<file path="src/rtl/uart_pkg.sv">
// Shared UART definitions: transmit FSM states, line levels and frame geometry.
package uart_pkg;

   typedef enum logic [1:0] {IDLE, START, DATA, STOP} tx_state_t;

   localparam logic        START_BIT            = 1'b0;
   localparam logic        STOP_BIT             = 1'b1;
   localparam int unsigned DATA_BITS            = 8;
   localparam int unsigned FRAMES_PER_WORD      = 2;
   localparam int unsigned DEFAULT_CLKS_PER_BIT = 434;

   // Byte idx of the word in transmit order; lsb_first selects which half goes out first.
   function automatic logic [7:0] word_byte(input logic [15:0] w, input logic idx,
                                            input logic lsb_first);
      return (idx ^ ~lsb_first) ? w[15:8] : w[7:0];
   endfunction

endpackage

</file>
<file path="src/rtl/uart_word_tx_if.sv">
// Core-side word handshake plus serial line of the 16-bit UART transmitter.
interface uart_word_tx_if;

   logic [15:0] data_send;
   logic        data_send_valid;
   logic        data_send_done;
   logic        tx_busy;
   logic        ser_out;

   modport master (output data_send, data_send_valid,
                   input  data_send_done, tx_busy, ser_out);
   modport slave  (input  data_send, data_send_valid,
                   output data_send_done, tx_busy, ser_out);

endinterface

</file>
<file path="src/rtl/uart_baud_gen.sv">
// Bit-period timer: counts 0..CLKS_PER_BIT-1 while enabled and ticks on the last count.
module uart_baud_gen
   import uart_pkg::*;
#(
   parameter int unsigned CLKS_PER_BIT = DEFAULT_CLKS_PER_BIT
) (
   input  logic clk,
   input  logic rstb,
   input  logic enable,
   output logic bit_tick
);

   localparam int unsigned    CW   = (CLKS_PER_BIT > 1) ? $clog2(CLKS_PER_BIT) : 1;
   localparam logic [CW-1:0]  LAST = CW'(CLKS_PER_BIT - 1);

   logic [CW-1:0] r_cnt;
   logic          w_last;

   assign w_last   = (r_cnt == LAST);
   assign bit_tick = enable & w_last;

   always_ff @(posedge clk or negedge rstb) begin
      if (!rstb) begin
         r_cnt <= '0;
      end else if (!enable || w_last) begin
         r_cnt <= '0;
      end else begin
         r_cnt <= r_cnt + 1'b1;
      end
   end

endmodule

</file>
<file path="src/rtl/uart_word_tx.sv">
// 16-bit word transmitter: two back-to-back 8N1 frames per accepted word on a registered line.
module uart_word_tx
   import uart_pkg::*;
#(
   parameter int unsigned CLKS_PER_BIT   = DEFAULT_CLKS_PER_BIT,
   parameter bit          LSB_BYTE_FIRST = 1'b1
) (
   input  logic           clk,
   input  logic           rstb,
   uart_word_tx_if.slave  bus
);

   localparam int unsigned     BW       = $clog2(DATA_BITS);
   localparam logic [BW-1:0]   LAST_BIT = BW'(DATA_BITS - 1);
   localparam logic            LAST_BYTE = 1'(FRAMES_PER_WORD - 1);

   tx_state_t     r_state,    w_state_nxt;
   logic [15:0]   r_word,     w_word_nxt;
   logic [7:0]    r_shift,    w_shift_nxt;
   logic [BW-1:0] r_bit_idx,  w_bit_idx_nxt;
   logic          r_byte_idx, w_byte_idx_nxt;
   logic          r_ser,      w_ser_nxt;
   logic          r_done,     w_done_nxt;
   logic          w_tick;
   logic          w_active;

   assign w_active = (r_state != IDLE);

   uart_baud_gen #(
      .CLKS_PER_BIT (CLKS_PER_BIT)
   ) u_baud (
      .clk      (clk),
      .rstb     (rstb),
      .enable   (w_active),
      .bit_tick (w_tick)
   );

   // The line register is loaded with the level of the state being entered,
   // so each bit appears on ser_out in the first cycle of its bit period.
   always_comb begin
      w_state_nxt    = r_state;
      w_word_nxt     = r_word;
      w_shift_nxt    = r_shift;
      w_bit_idx_nxt  = r_bit_idx;
      w_byte_idx_nxt = r_byte_idx;
      w_ser_nxt      = r_ser;
      w_done_nxt     = 1'b0;
      unique case (r_state)
         IDLE: begin
            w_ser_nxt = STOP_BIT;
            if (bus.data_send_valid) begin
               w_state_nxt    = START;
               w_word_nxt     = bus.data_send;
               w_shift_nxt    = word_byte(bus.data_send, 1'b0, LSB_BYTE_FIRST);
               w_byte_idx_nxt = 1'b0;
               w_bit_idx_nxt  = '0;
               w_ser_nxt      = START_BIT;
            end
         end
         START: begin
            if (w_tick) begin
               w_state_nxt   = DATA;
               w_bit_idx_nxt = '0;
               w_ser_nxt     = r_shift[0];
            end
         end
         DATA: begin
            if (w_tick) begin
               if (r_bit_idx == LAST_BIT) begin
                  w_state_nxt = STOP;
                  w_ser_nxt   = STOP_BIT;
               end else begin
                  w_shift_nxt   = r_shift >> 1;
                  w_ser_nxt     = r_shift[1];
                  w_bit_idx_nxt = r_bit_idx + 1'b1;
               end
            end
         end
         STOP: begin
            if (w_tick) begin
               if (r_byte_idx != LAST_BYTE) begin
                  w_state_nxt    = START;
                  w_byte_idx_nxt = 1'b1;
                  w_shift_nxt    = word_byte(r_word, 1'b1, LSB_BYTE_FIRST);
                  w_ser_nxt      = START_BIT;
               end else begin
                  w_state_nxt = IDLE;
                  w_ser_nxt   = STOP_BIT;
                  w_done_nxt  = 1'b1;
               end
            end
         end
         default: begin
            w_state_nxt = IDLE;
            w_ser_nxt   = STOP_BIT;
         end
      endcase
   end

   always_ff @(posedge clk or negedge rstb) begin
      if (!rstb) begin
         r_state    <= IDLE;
         r_word     <= '0;
         r_shift    <= '0;
         r_bit_idx  <= '0;
         r_byte_idx <= 1'b0;
         r_ser      <= STOP_BIT;
         r_done     <= 1'b0;
      end else begin
         r_state    <= w_state_nxt;
         r_word     <= w_word_nxt;
         r_shift    <= w_shift_nxt;
         r_bit_idx  <= w_bit_idx_nxt;
         r_byte_idx <= w_byte_idx_nxt;
         r_ser      <= w_ser_nxt;
         r_done     <= w_done_nxt;
      end
   end

   assign bus.ser_out        = r_ser;
   assign bus.data_send_done = r_done;
   assign bus.tx_busy        = w_active;

endmodule

</file>
<file path="src/flat_wrapper.sv">
// flat-port wrapper written by rule: the top's interface ports become plain ports
module uart_word_tx_flat import uart_pkg::*;
#(
   parameter int unsigned CLKS_PER_BIT   = DEFAULT_CLKS_PER_BIT,
   parameter bit          LSB_BYTE_FIRST = 1'b1
)
  (clk, rstb, bus_data_send, bus_data_send_valid, bus_data_send_done, bus_tx_busy, bus_ser_out);
  uart_word_tx_if bus_i ();
  input  logic clk;
  input  logic rstb;
  input wire logic [$bits(bus_i.data_send)-1:0] bus_data_send;
  input wire logic [$bits(bus_i.data_send_valid)-1:0] bus_data_send_valid;
  output wire logic [$bits(bus_i.data_send_done)-1:0] bus_data_send_done;
  output wire logic [$bits(bus_i.tx_busy)-1:0] bus_tx_busy;
  output wire logic [$bits(bus_i.ser_out)-1:0] bus_ser_out;
  assign bus_i.data_send = bus_data_send;
  assign bus_i.data_send_valid = bus_data_send_valid;
  assign bus_data_send_done = bus_i.data_send_done;
  assign bus_tx_busy = bus_i.tx_busy;
  assign bus_ser_out = bus_i.ser_out;
  uart_word_tx #(.CLKS_PER_BIT(CLKS_PER_BIT), .LSB_BYTE_FIRST(LSB_BYTE_FIRST)) u_core (.clk(clk), .rstb(rstb), .bus(bus_i));
endmodule
</file>
<file path="config.mk">
export PLATFORM = sky130hd
export DESIGN_NAME = uart_word_tx_flat
export DESIGN_NICKNAME = d
export VERILOG_FILES = /design/src/rtl/uart_pkg.sv /design/src/rtl/uart_word_tx_if.sv /design/src/rtl/uart_baud_gen.sv /design/src/rtl/uart_word_tx.sv /design/src/flat_wrapper.sv
export SDC_FILE = /design/constraint.sdc
export NUM_CORES = 1
export LEC_CHECK = 0
export BUFFER_PORTS_ARGS = -buffer_cell sky130_fd_sc_hd__buf_2
export CAP_MARGIN = 0
export CORE_MARGIN = 2
export CORE_UTILIZATION = 51
export DETAILED_ROUTE_END_ITERATION = 8
export PLACE_DENSITY_LB_ADDON = 0.1
export SLEW_MARGIN = 0
export SYNTH_ARGS = -nofsm -noshare
export SYNTH_HDL_FRONTEND = slang
export SYNTH_SLANG_ARGS = --single-unit
</file>
<file path="constraint.sdc">
create_clock -name clk -period 1.9 [get_ports clk]
set_input_delay 0.19 -clock clk [delete_from_list [all_inputs] [get_ports clk]]
set_output_delay 0.19 -clock clk [all_outputs]
set_load 0.02 [all_outputs]
</file>
---- Word-level counts from Yosys, hierarchy flattened ----
Index checks and enable logic that the tools add are counted.
cells by class
  $add $sub $neg .......................... 2
  equal/unequal tests ..................... 12
  mux-type cells .......................... 31
  bitwise logic cells ..................... 1
  reductions and logical operators ........ 13
operators with widths
  operator             number
  $mux 8               5
  $pmux 8 s3           1
  $mux 3               4
  $ne 2x2->1 const B   6
  $mux 1               11
  $mux 2               5
  $reduce_and 5->1     2
  $add 9x1->9 const B  1
  $eq 9x9->1 const B   1
  $mux 9               1
  $pmux 3 s3           1
  $pmux 2 s4           1
  $reduce_and 3->1     2
  $reduce_and 6->1     1
  $reduce_bool 3->1    2
  $eq 2x2->1 const B   2
  $pmux 1 s4           1
  $reduce_bool 2->1    2
  $add 3x1->3 const B  1
  $eq 3x3->1 const B   1
  $eq 2x1->1 const B   1
  $logic_not 2->1      1
  $ne 2x1->1 const B   1
  $pmux 1 s2           1
  4 further kinds      4
storage, ports and cells
  flip-flop bits (word level) ............. 41
  input bits .............................. 19
  word-level logic and storage cells ...... 67

---- Depth between registers and ports, before layout ----
Gate-level depths: netlist of run 1.
  depth after elaboration ................. 4
  gate-level depth with buffers ........... 7
  gate-level depth less buffers ........... 6

---- Hierarchy ----
Synthesis of run 1 repeated with hierarchy kept, for this count alone.
unflattened totals
  cell total of the unflattened synthesis .. 161
  area total of the unflattened synthesis .. 1719.1 um^2
by module, submodules not included
  module         times used  cells each  area an instance (um^2)  seq. area each (um^2)
  uart_word_tx   1           113         1232.4                   601.8
  uart_baud_gen  1           48          486.7                    225.2

---- Worst setup path after synthesis of run 1 ----
OpenSTA, ideal clock, no wires.
  path kind ............................... flip-flop to flip-flop
  from .................................... register u_core.r_state[0]
  to ...................................... register u_core.r_shift[0]
  setup time .............................. 125 ps
  data arrival time ....................... 1971 ps
  path slack .............................. -196 ps
  cell stages (with the launch flop) ...... 8
  buffers on the path ..................... 1
  period minus slack after synthesis ...... 2096 ps
  cell sequence ........................... dfrtp_1 inv_1 ha_1 nor2_1 inv_1 a221o_1 buf_6 mux2_4
on the way
  word-level cells in the longest chain between the ends .. 4
  elaborated cells between the ends (all ways) .. 13
  those cells by class .................... eq/ne (7); mux (1); bitwise (1); reduce/logical (4)
RTL lines
  element                     line                 text
  start: declaration          uart_word_tx.sv:17   tx_state_t r_state, w_state_nxt;
  start signal: assignment    uart_word_tx.sv:110  r_state <= w_state_nxt;
  $reduce_bool 2->1           uart_word_tx.sv:27   assign w_active = (r_state != IDLE);
  $and 1x1->1                 uart_baud_gen.sv:20  assign bit_tick = enable & w_last;
  $ne 2x2->1 (no line)        n/a
  $reduce_and 6->1 (no line)  n/a
  end signal: assignment      uart_word_tx.sv:112  r_shift <= w_shift_nxt;
  end: declaration            uart_word_tx.sv:19   logic [7:0] r_shift, w_shift_nxt;
Parallel ways exist; a longest one is shown, timed or not.
A chain may end at the register's enable or synchronous reset.

---- Worst setup path after layout of run 1 ----
  from .................................... register u_core.u_baud.r_cnt[3]
  to ...................................... register u_core.r_shift[2]
on the way
  word-level cells in the longest chain between the ends .. 4
  elaborated cells between the ends (all ways) .. 5
  those cells by class .................... eq/ne (3); bitwise (1); reduce/logical (1)
RTL lines
  element                         line                 text
  start: declaration              uart_baud_gen.sv:16  logic [CW-1:0] r_cnt;
  start signal: assignment        uart_baud_gen.sv:28  r_cnt <= r_cnt + 1'b1;
  $eq 9x9->1 (*)                  uart_baud_gen.sv:19  assign w_last = (r_cnt == LAST);
  $and 1x1->1 (*)                 uart_baud_gen.sv:20
  $ne 2x2->1 (no line)            n/a
  $reduce_and 6->1 (no line) (*)  n/a
Mark *: on every way between the ends. The rest lies on a longest branch, timed or not.

==> flow_metrics.tcl, run 1 <==
set metrics [dict create \
    die_x_um 62.2 \
    crit_family "simple AND/OR/NAND/NOR gates" \
    clock_sinks 33 \
    antenna_left 0 \
    clockBufferDepth 2 \
    drc_errors 0 \
    drive_above_1_share_pct 40.6 \
    ys_warn_count 0 \
    most-common-layout-cells "dfrtp_1, buf_4, nand2_1, buf_2, nor2_1" \
    nNetsFinal 240 \
    synth_fp_nets 185 \
    crit_chain "or4b_4 > or2_4 > a221o_1 > buf_6 > mux2_4" \
    cp_data_arrival_time_ns 2.31 \
    numCtsBuffers 5 \
    path_max_fanout 5 \
    r2r-end "u_core.r_shift[2]" \
    grt_overflow 0 \
    synth_top_area_share_pct 46.4 \
    synth_cell_types 34 \
    dieArea_um2 3860 \
    crit_slowest_cell "or4b_4" \
    antenna_found_initial 0 \
    start_util_pct 52.5 \
    core.rowCount 21 \
    cts_tree "yes" \
    worstHoldPathType "input port to flip-flop" \
    area_growth_pct 28.6 \
    fmax_ghz 0.480 \
    final.setup.worst_slack_ns -0.185 \
    pre_cts_ws_ns -0.160 \
    placed_area_um2 2060 \
    critPathBufInv 1 \
    netlist_top_cells_area "dfrtp_1, ha_1, mux2_2, mux2_4, nand2_1" \
    critical_path.endpoint "u_core.r_shift[2]" \
    place_congestion 0.855 \
    grt_first_pass_wirelength_mm 6.15 \
    cp.depth 5 \
    ios 22 \
    layout.cell_area.non_filler_um2 2220 \
    power_density_nw_per_um2 578 \
    slew_headroom_pct 51.9 \
    yosys.area.top_type "dfrtp_1" \
    wl_per_cell_um 13.4 \
    syn-cell-area_um2 1730 \
    endpoint_kind "flip-flop" \
    syn_area_per_cell_um2 11.1 \
    slew_violations 0 \
    h-tree-depth 2 \
    antennaDiodeCount 0 \
    finalCriticalPeriod_ns 2.08 \
    drt_iter0_drc 54 \
    worst_pin_slew_ns 0.722 \
    finish.utilization_pct 67.5 \
    coreArea_um2 3280 \
    ys_ff_latch 33 \
    final_hold_viol_count 0 \
    r2r_start "u_core.u_baud.r_cnt[3]" \
    worstRegToRegCells 5 \
    grt_pass1_vias 1424 \
    critPathLaunch "u_core.u_baud.r_cnt[3]" \
    firstDrtPassIters 4 \
    wl_mm 3.45 \
    clkLatencyLatePin_ns 0.33 \
    status "finished with violations" \
    fin_skew_ns 0.00534 \
    failed_checks "negative setup slack" \
    die_height_um 62.2 \
    ir_worst_vdd_v 0.000383 \
    critPathKind "flip-flop to flip-flop" \
    grt_use_total_pct 20.3 \
    cp.required_ns 2.12 \
    cap_violations 0 \
    setup_viol 11 \
    vias 1340 \
    clk_pin_slew_ns 0.10 \
    synthCells 156 \
    dp_hpwl_mm 2.65 \
    post-route-period-util_pct 110 \
    final_common_cell "dfrtp_1" \
    power.leakage_nw 1.16 \
    reg2reg_slack_ns -0.18 \
    grt_start_max_net_pins 34 \
    fin_setup_tns_ns -1.58 \
    vias_per_cell 5.19 \
    portBuffers 21 \
    max_stage_delay_ns 0.54 \
    synth.yosys.seq_area_share_pct 47.9 \
    rsz0062_at_grt "true" \
    startpoint_type "flip-flop" \
    root_buffer "clkbuf_4" \
]
[report_power, final]
part           leakage (nW)  switching (mW)  internal [mW]
registers             0.396               0          0.702
clock network        0.0455           0.223          0.314
logic                 0.716          0.0245         0.0193
total                  1.16           0.247           1.04
[cell type report]
type                            instances  area [um2]
Timing Repair Buffer                   52         348
Fill cell                             267        1070
Clock buffer                            7        55.1
Tap cell                               46        57.6
Sequential cell                        33         827
Inverter                                8        30.0
Clock inverter                          1        30.0
Multi-Input combinational cell        111         871
[logic make-up (layout without fill, tap and decap cells)]
kind of cell,count (synthesis),count (layout),share of synthesized area (%)
adders and majority gates,10,10,7.25
and+or+nand+nor,51,51,13.3
xor gates and xnor gates,7,7,3.55
buffers and inverters,12,68,3.05
DFF,33,33,47.9
AOI/OAI and AO/OA,24,24,10.7
muxes,19,19,14.1
[worst min path at each step]
stage / endpoint / startpoint / cells past startpoint / slack (ns)
finish: u_core.r_word[8] / bus_data_send[8] / 2 / 0.08
CTS: u_core.r_word[8] / bus_data_send[8] / 2 / 0.07
global placement: u_core.r_bit_idx[1] / rstb / 1 / 0.28
detailed placement: u_core.r_bit_idx[0] / rstb / 1 / 0.28
floorplan: u_core.bus.data_send_done / rstb / 0 / -0.11
global route: u_core.r_word[13] / bus_data_send[13] / 2 / 0.06
[synthesized netlist by cell type (all sizes together)]
cell type and number:
and4 1, a21o 1, buf 1, xnor2 4, a221o 2, nand2b 1
a22oi 8, inv 8, dfrtp 32, a211o 1, a21oi 2, nand2 21
a22o 1, clkbuf 3, a21boi 1, nand3 2, a32o 2, a211oi 1
xor2 3, a2bb2oi 1, and3 1, o2111a 1, dfstp 1, mux2 19
nand4 2, ha 10, nor2 14, or2 2, nor2b 2, or4b 1
nor3 4, o21ai 3
[state kept, by name, summed over array words and instances, names as in the netlist]
register and flops:
u_core.u_baud.r_cnt 9, u_core.r_state 2, u_core.r_bit_idx 3, u_core.bus.ser_out 1
u_core.r_word 8, u_core.bus.data_send_done 1, u_core.r_byte_idx 1, u_core.r_shift 8
[per-stage QoR]
step	std cells	hold WS [ns]	total power [mW]
after floorplan	156	-0.106	0.725
after CTS	256	0.0691	1.31
after detailed placement	245	0.283	0.759
after global routing	258	0.0626	1.35
after global placement	245	0.278	0.757
final	258	0.0827	1.28
[routing by layer]
layer / part of all wire (%) / vias to the layer above / GRT usage (%)
li1: - / 654 / -
met2: 52 / 15 / 35.1
met3: 2.4 / 7 / 3.80
met1: 44 / 664 / 24.8
met4: 1.6 / 0 / 8.89
met5: 0 / - / 0
[repair_timing]
action | CTS | global route
resized for setup | 5 | 5
pin swaps | 1 | 0
endpoints found under the setup margin | 13 | 13
hold endpoints to repair | 32 | 0
buffers inserted | 2 | 2
hold buffers | 1 | 0
[worst reg2reg max path: cells and delay by family (launching register included)]
family | cells | cell delay [ns]
buffers and inverters | 1 | 0.16
multiplexers | 1 | 0.29
flip-flops | 1 | 0.39
AO/OA/AOI/OAI | 1 | 0.36
AND/OR/NAND/NOR | 2 | 0.78
Note: power is estimated with default switching activity, not from simulation.
==> run 2: changes to the inputs <==
--- a/config.mk
+++ b/config.mk
@@ -7,6 +7,7 @@
 export LEC_CHECK = 0
 export BUFFER_PORTS_ARGS = -buffer_cell sky130_fd_sc_hd__buf_2
 export CAP_MARGIN = 0
+export CORE_ASPECT_RATIO = 1.25
 export CORE_MARGIN = 2
 export CORE_UTILIZATION = 51
 export DETAILED_ROUTE_END_ITERATION = 8
==> run 2 against run 1 <==
  * The flow still finishes with violations (negative setup slack)
  * Non-clock buffer count fell by 9
  * Setup slack better by 0.060 ns
  * Power decreased by 1.3%
  * Global-route usage fell by 1.3 points
  * Critical endpoint is now u_core.r_shift[0]
  * Largest power group unchanged
==> flow_metrics.tcl, run 2 (synthesis gave the netlist of run 1 again) <==
set metrics [dict create \
    status "finished with violations" \
    failed_checks "negative setup slack" \
    fin_skew_ns 0.00843 \
    slew_headroom_pct 51.8 \
    rsz0062_at_grt "true" \
    final.setup.worst_slack_ns -0.124 \
    drc_errors 0 \
    most-common-layout-cells "dfrtp_1, nand2_1, buf_2" \
    top_register "u_core.u_baud.r_cnt" \
    slew_violations 0 \
    pre_cts_ws_ns -0.156 \
    drive_above_1_share_pct 36.5 \
    startpoint_type "flip-flop" \
    h-tree-depth 2 \
    fmax_ghz 0.494 \
    clockBufferDepth 2 \
    cp.required_ns 2.07 \
    grt_use_total_pct 19.0 \
    top_regs "u_core.u_baud.r_cnt x9, u_core.r_shift x8, u_core.r_word x8" \
    cts_tree "yes" \
    portBuffers 21 \
    cp_data_arrival_time_ns 2.19 \
    ir_worst_vdd_v 0.000460 \
    worstHoldPathType "input port to flip-flop" \
    wl_mm 3.33 \
    firstDrtPassIters 4 \
    place_congestion 0.779 \
    clock_sinks 33 \
    ios 22 \
    hold_slack_ns 0.134 \
    endpoint_kind "flip-flop" \
    antennaDiodeCount 0 \
    largest_register_ffs 9 \
    path_max_fanout 8 \
    worst_pin_slew_ns 0.724 \
    antenna_left 0 \
    final_common_cell "dfrtp_1" \
    setup_viol 9 \
    dieArea_um2 3870 \
    vias 1288 \
    grt_overflow 0 \
    placedCellCount 231 \
    wl_per_cell_um 13.9 \
    grt_first_pass_wirelength_mm 5.87 \
    grt_start_max_net_pins 34 \
    drt_iter0_drc 48 \
    root_buffer "clkbuf_8" \
    start_util_pct 53.5 \
    final_cells 240 \
    clk_pin_slew_ns 0.08 \
    core.rowCount 23 \
    nNetsFinal 231 \
    grt_pass1_vias 1391 \
    finalCriticalPeriod_ns 2.02 \
    nFillCells 252 \
    critPathKind "flip-flop to flip-flop" \
    area_growth_pct 23.1 \
    die_x_um 56.0 \
    dp_hpwl_mm 2.51 \
    power_density_nw_per_um2 596 \
    coreArea_um2 3220 \
    numCtsBuffers 5 \
    finish.utilization_pct 65.9 \
    clkLatencyLatePin_ns 0.28 \
    final_hold_viol_count 0 \
    post-route-period-util_pct 107 \
    antenna_found_initial 0 \
    cap_violations 0 \
    power.leakage_nw 1.11 \
    die_height_um 69.0 \
    vias_per_cell 5.37 \
]
## run 2: cell count changes in the layout (fill, tap and decap cells not counted), sizes merged
cell,before,now
buf,51,42
clkbuf,7,5
clkinv,0,2
bufinv,1,0
clkinvlp,0,1
## run 2: per-stage QoR
step	setup TNS (ns)	power (mW)	area [um2]
after floorplan	-1.10	0.725	1730
after detailed placement	-1.35	0.759	2010
after global placement	-1.05	0.757	2010
after CTS	-1.11	1.28	2120
final	-1.01	1.27	2120
after global routing	-1.65	1.32	2120
## run 2: critical path, stage by stage (launching register included)
cell and delay, ns:
dfrtp_1 0.37, or4b_1 0.53, or2_1 0.24, a221o_1 0.33
buf_6 0.15, mux2_4 0.29
## run 2: power by group
part           switching, mW  internal (mW)  leakage, nW
logic                 0.0244         0.0193        0.671
registers                  0          0.702        0.396
clock network          0.268          0.253       0.0439
## run 2: layout make-up
cell class / instances / area, um2 / area share (%)
timing repair buffer: 43 / 277 / 13.0
clock buffer: 5 / 68.8 / 3.24
multi-input combinational: 111 / 857 / 40.4
clock inverter: 3 / 17.5 / 0.825
tap: 37 / 46.3 / 2.18
inverter: 8 / 30.0 / 1.41
sequential: 33 / 827 / 39.0
## run 2: what timing repair did
| item | CTS | global route |
|---|---|---|
| resized for setup | 3 | 2 |
| setup buffers | 0 | 0 |
| gates cloned | 0 | 0 |
| pin swaps | 2 | 0 |
| endpoints found under the setup margin | 13 | 13 |
| hold endpoints to repair | 32 | 0 |
| hold buffers | 1 | 0 |
## run 2: worst paths after layout
kind                                        start  depth (start not counted)  slack (ns)                  end
max                        u_core.u_baud.r_cnt[2]                          5       -0.12    u_core.r_shift[0]
min                             bus_data_send[11]                          2        0.13    u_core.r_word[11]
max reg2reg                u_core.u_baud.r_cnt[2]                          5       -0.12    u_core.r_shift[0]
min reg2reg                   u_core.r_bit_idx[2]                          1        0.51  u_core.r_bit_idx[2]
max in group asynchronous                    rstb                          2        0.94  u_core.r_bit_idx[2]
min in group asynchronous                    rstb                          2        0.49    u_core.r_shift[1]
## run 2: layer usage
layer / vias to the layer above / track usage (%) / share of wire, %
li1: 636 / - / -
met1: 618 / 21.4 / 44
met2: 25 / 33.7 / 50
met3: 9 / 4.50 / 4.5
met4: 0 / 7.94 / 2.4
met5: - / 0 / 0
==> run 3: changes to the inputs <==
--- a/config.mk
+++ b/config.mk
@@ -9,7 +9,8 @@
 export CAP_MARGIN = 0
 export CORE_ASPECT_RATIO = 1.25
 export CORE_MARGIN = 2
-export CORE_UTILIZATION = 51
+export CORE_UTILIZATION = 54
+export CTS_BUF_LIST = sky130_fd_sc_hd__clkbuf_4 sky130_fd_sc_hd__clkbuf_8
 export DETAILED_ROUTE_END_ITERATION = 8
 export PLACE_DENSITY_LB_ADDON = 0.1
 export SLEW_MARGIN = 0
==> run 3 against run 2 <==
  * The run still ends with negative setup slack left
  * Highest routed layer unchanged
  * Design area grew 1.2%
  * Combinational power is essentially flat
  * Critical path type unchanged
  * First-iteration DRC count down 50%
==> flow_metrics.tcl, run 3 (synthesis gave the netlist of run 1 again) <==
set metrics [dict create \
    status "finished with violations" \
    failed_checks "negative setup slack" \
    coreArea_um2 3000 \
    die_x_um 54.6 \
    drt_iter0_drc 24 \
    fin_skew_ns 0.0185 \
    wl_per_cell_um 14.4 \
    vias_per_cell 5.44 \
    final_common_cell "dfrtp_1" \
    min_to "u_core.r_word[14]" \
    numCtsBuffers 5 \
    power_density_nw_per_um2 608 \
    final.setup.worst_slack_ns -0.227 \
    post-route-period-util_pct 112 \
    vias 1317 \
    placed_area_um2 2030 \
    most-common-layout-cells "dfrtp_1, buf_4, nand2_1, buf_2, nor2_1" \
    cp_data_arrival_time_ns 2.36 \
    cp.required_ns 2.13 \
    antennaDiodeCount 0 \
    ios 22 \
    ir_worst_vdd_v 0.000844 \
    top_regs "u_core.u_baud.r_cnt x9, u_core.r_shift x8, u_core.r_word x8" \
    cp.depth 5 \
    whs_path_depth 2 \
    drive_above_1_share_pct 38.3 \
    worstRegToRegCells 5 \
    place_congestion 0.751 \
    firstDrtPassIters 4 \
    crit_family "simple AND/OR/NAND/NOR gates" \
    path_max_fanout 4 \
    clk_pin_slew_ns 0.11 \
    die_height_um 67.2 \
    top_register "u_core.u_baud.r_cnt" \
    nFillCells 243 \
    nNetsFinal 234 \
    cap_violations 0 \
    r2r_start "u_core.u_baud.r_cnt[3]" \
    dieArea_um2 3670 \
    clkLatencyLatePin_ns 0.34 \
    cts_tree "yes" \
    crit_chain "or4b_4 > or2_4 > a221o_1 > buf_4 > mux2_4" \
    core.rowCount 22 \
    worst_pin_slew_ns 0.704 \
    wl_mm 3.48 \
    critPathBufInv 1 \
    root_buffer "clkbuf_4" \
    startpoint_type "flip-flop" \
    worstHoldPathType "input port to flip-flop" \
    grt_start_max_net_pins 34 \
    fmax_ghz 0.470 \
    reg2reg_slack_ns -0.23 \
    layout.cell_area.non_filler_um2 2150 \
    setup_viol 11 \
    final_hold_viol_count 0 \
    crit_slowest_cell "or4b_4" \
    dp_hpwl_mm 2.59 \
    drc_errors 0 \
    finalCriticalPeriod_ns 2.13 \
    power.leakage_nw 1.13 \
    h-tree-depth 2 \
    hold_slack_ns 0.0659 \
    grt_pass1_vias 1351 \
    r2r-end "u_core.r_shift[4]" \
    critPathKind "flip-flop to flip-flop" \
    slew_headroom_pct 53.0 \
    endpoint_kind "flip-flop" \
    max_stage_delay_ns 0.55 \
    grt_overflow 0 \
    grt_first_pass_wirelength_mm 5.78 \
    grt_use_total_pct 22.4 \
    start_util_pct 57.5 \
    clock_sinks 33 \
    largest_register_ffs 9 \
    rsz0062_at_grt "true" \
    slew_violations 0 \
    antenna_found_initial 0 \
    clockBufferDepth 2 \
    min_from "bus_data_send[14]" \
    antenna_left 0 \
    area_growth_pct 24.6 \
    portBuffers 21 \
]
==> run 3: changes by cell type in the layout (fill, tap and decap cells not counted), sizes merged <==
cell	before	now
bufinv	0	1
buf	42	45
clkinvlp	1	0
clkinv	2	0
clkbuf	5	7
==> run 3: stage by stage <==
step / worst slack [ns] / util (%) / cells / TNS [ns] / total power, mW
after CTS: -0.173 / 71.1 / 242 / -1.52 / 1.32
after floorplan: -0.130 / - / 156 / -1.10 / 0.725
after global placement: -0.118 / 67.6 / 232 / -0.981 / 0.757
after global routing: -0.250 / 71.6 / 242 / -2.35 / 1.36
final: -0.227 / 71.6 / 242 / -2.08 / 1.31
after detailed placement: -0.158 / 67.6 / 232 / -1.37 / 0.759
==> run 3: per-layer routing <==
layer	track usage [%]	vias to the layer above	share of wire [%]	wire, um
met3	7.30	5	3.8	131
met1	24.5	643	44	1520
met4	8.44	0	1.5	54
met5	0	-	0	0
met2	39.3	22	51	1780
li1	-	647	-	-
==> run 3: repair_timing <==
action	CTS	global route
pin swaps	1	1
hold buffers	1	0
buffers inserted	1	0
resized for setup	1	5
hold endpoints to repair	32	0
endpoints found under the setup margin	13	13
==> run 3: cell type report <==
| cell class | instances | area [um2] | share of cell area [%] |
|---|---|---|---|
| timing repair buffer | 46 | 295 | 13.7 |
| clock inverter | 1 | 30.0 | 1.40 |
| multi-input combinational | 111 | 863 | 40.2 |
| inverter | 8 | 30.0 | 1.40 |
| tap | 36 | 45.0 | 2.10 |
| sequential | 33 | 827 | 38.5 |
| clock buffer | 7 | 58.8 | 2.74 |
==> run 3: power by group <==
part	internal, mW	leakage, nW	switching (mW)	total, mW
logic	0.0193	0.688	0.0242	0.0435
registers	0.702	0.396	0	0.702
clock network	0.328	0.0489	0.233	0.562
==> run 3: how the worst max path moves through the flow <==
stage                                start  slack [ns]                 to
floorplan           u_core.u_baud.r_cnt[3]       -0.13  u_core.r_shift[0]
global placement    u_core.u_baud.r_cnt[3]       -0.12  u_core.r_shift[4]
detailed placement  u_core.u_baud.r_cnt[3]       -0.16  u_core.r_shift[2]
CTS                 u_core.u_baud.r_cnt[3]       -0.17  u_core.r_shift[4]
global route        u_core.u_baud.r_cnt[3]       -0.25  u_core.r_shift[4]
finish              u_core.u_baud.r_cnt[3]       -0.23  u_core.r_shift[4]
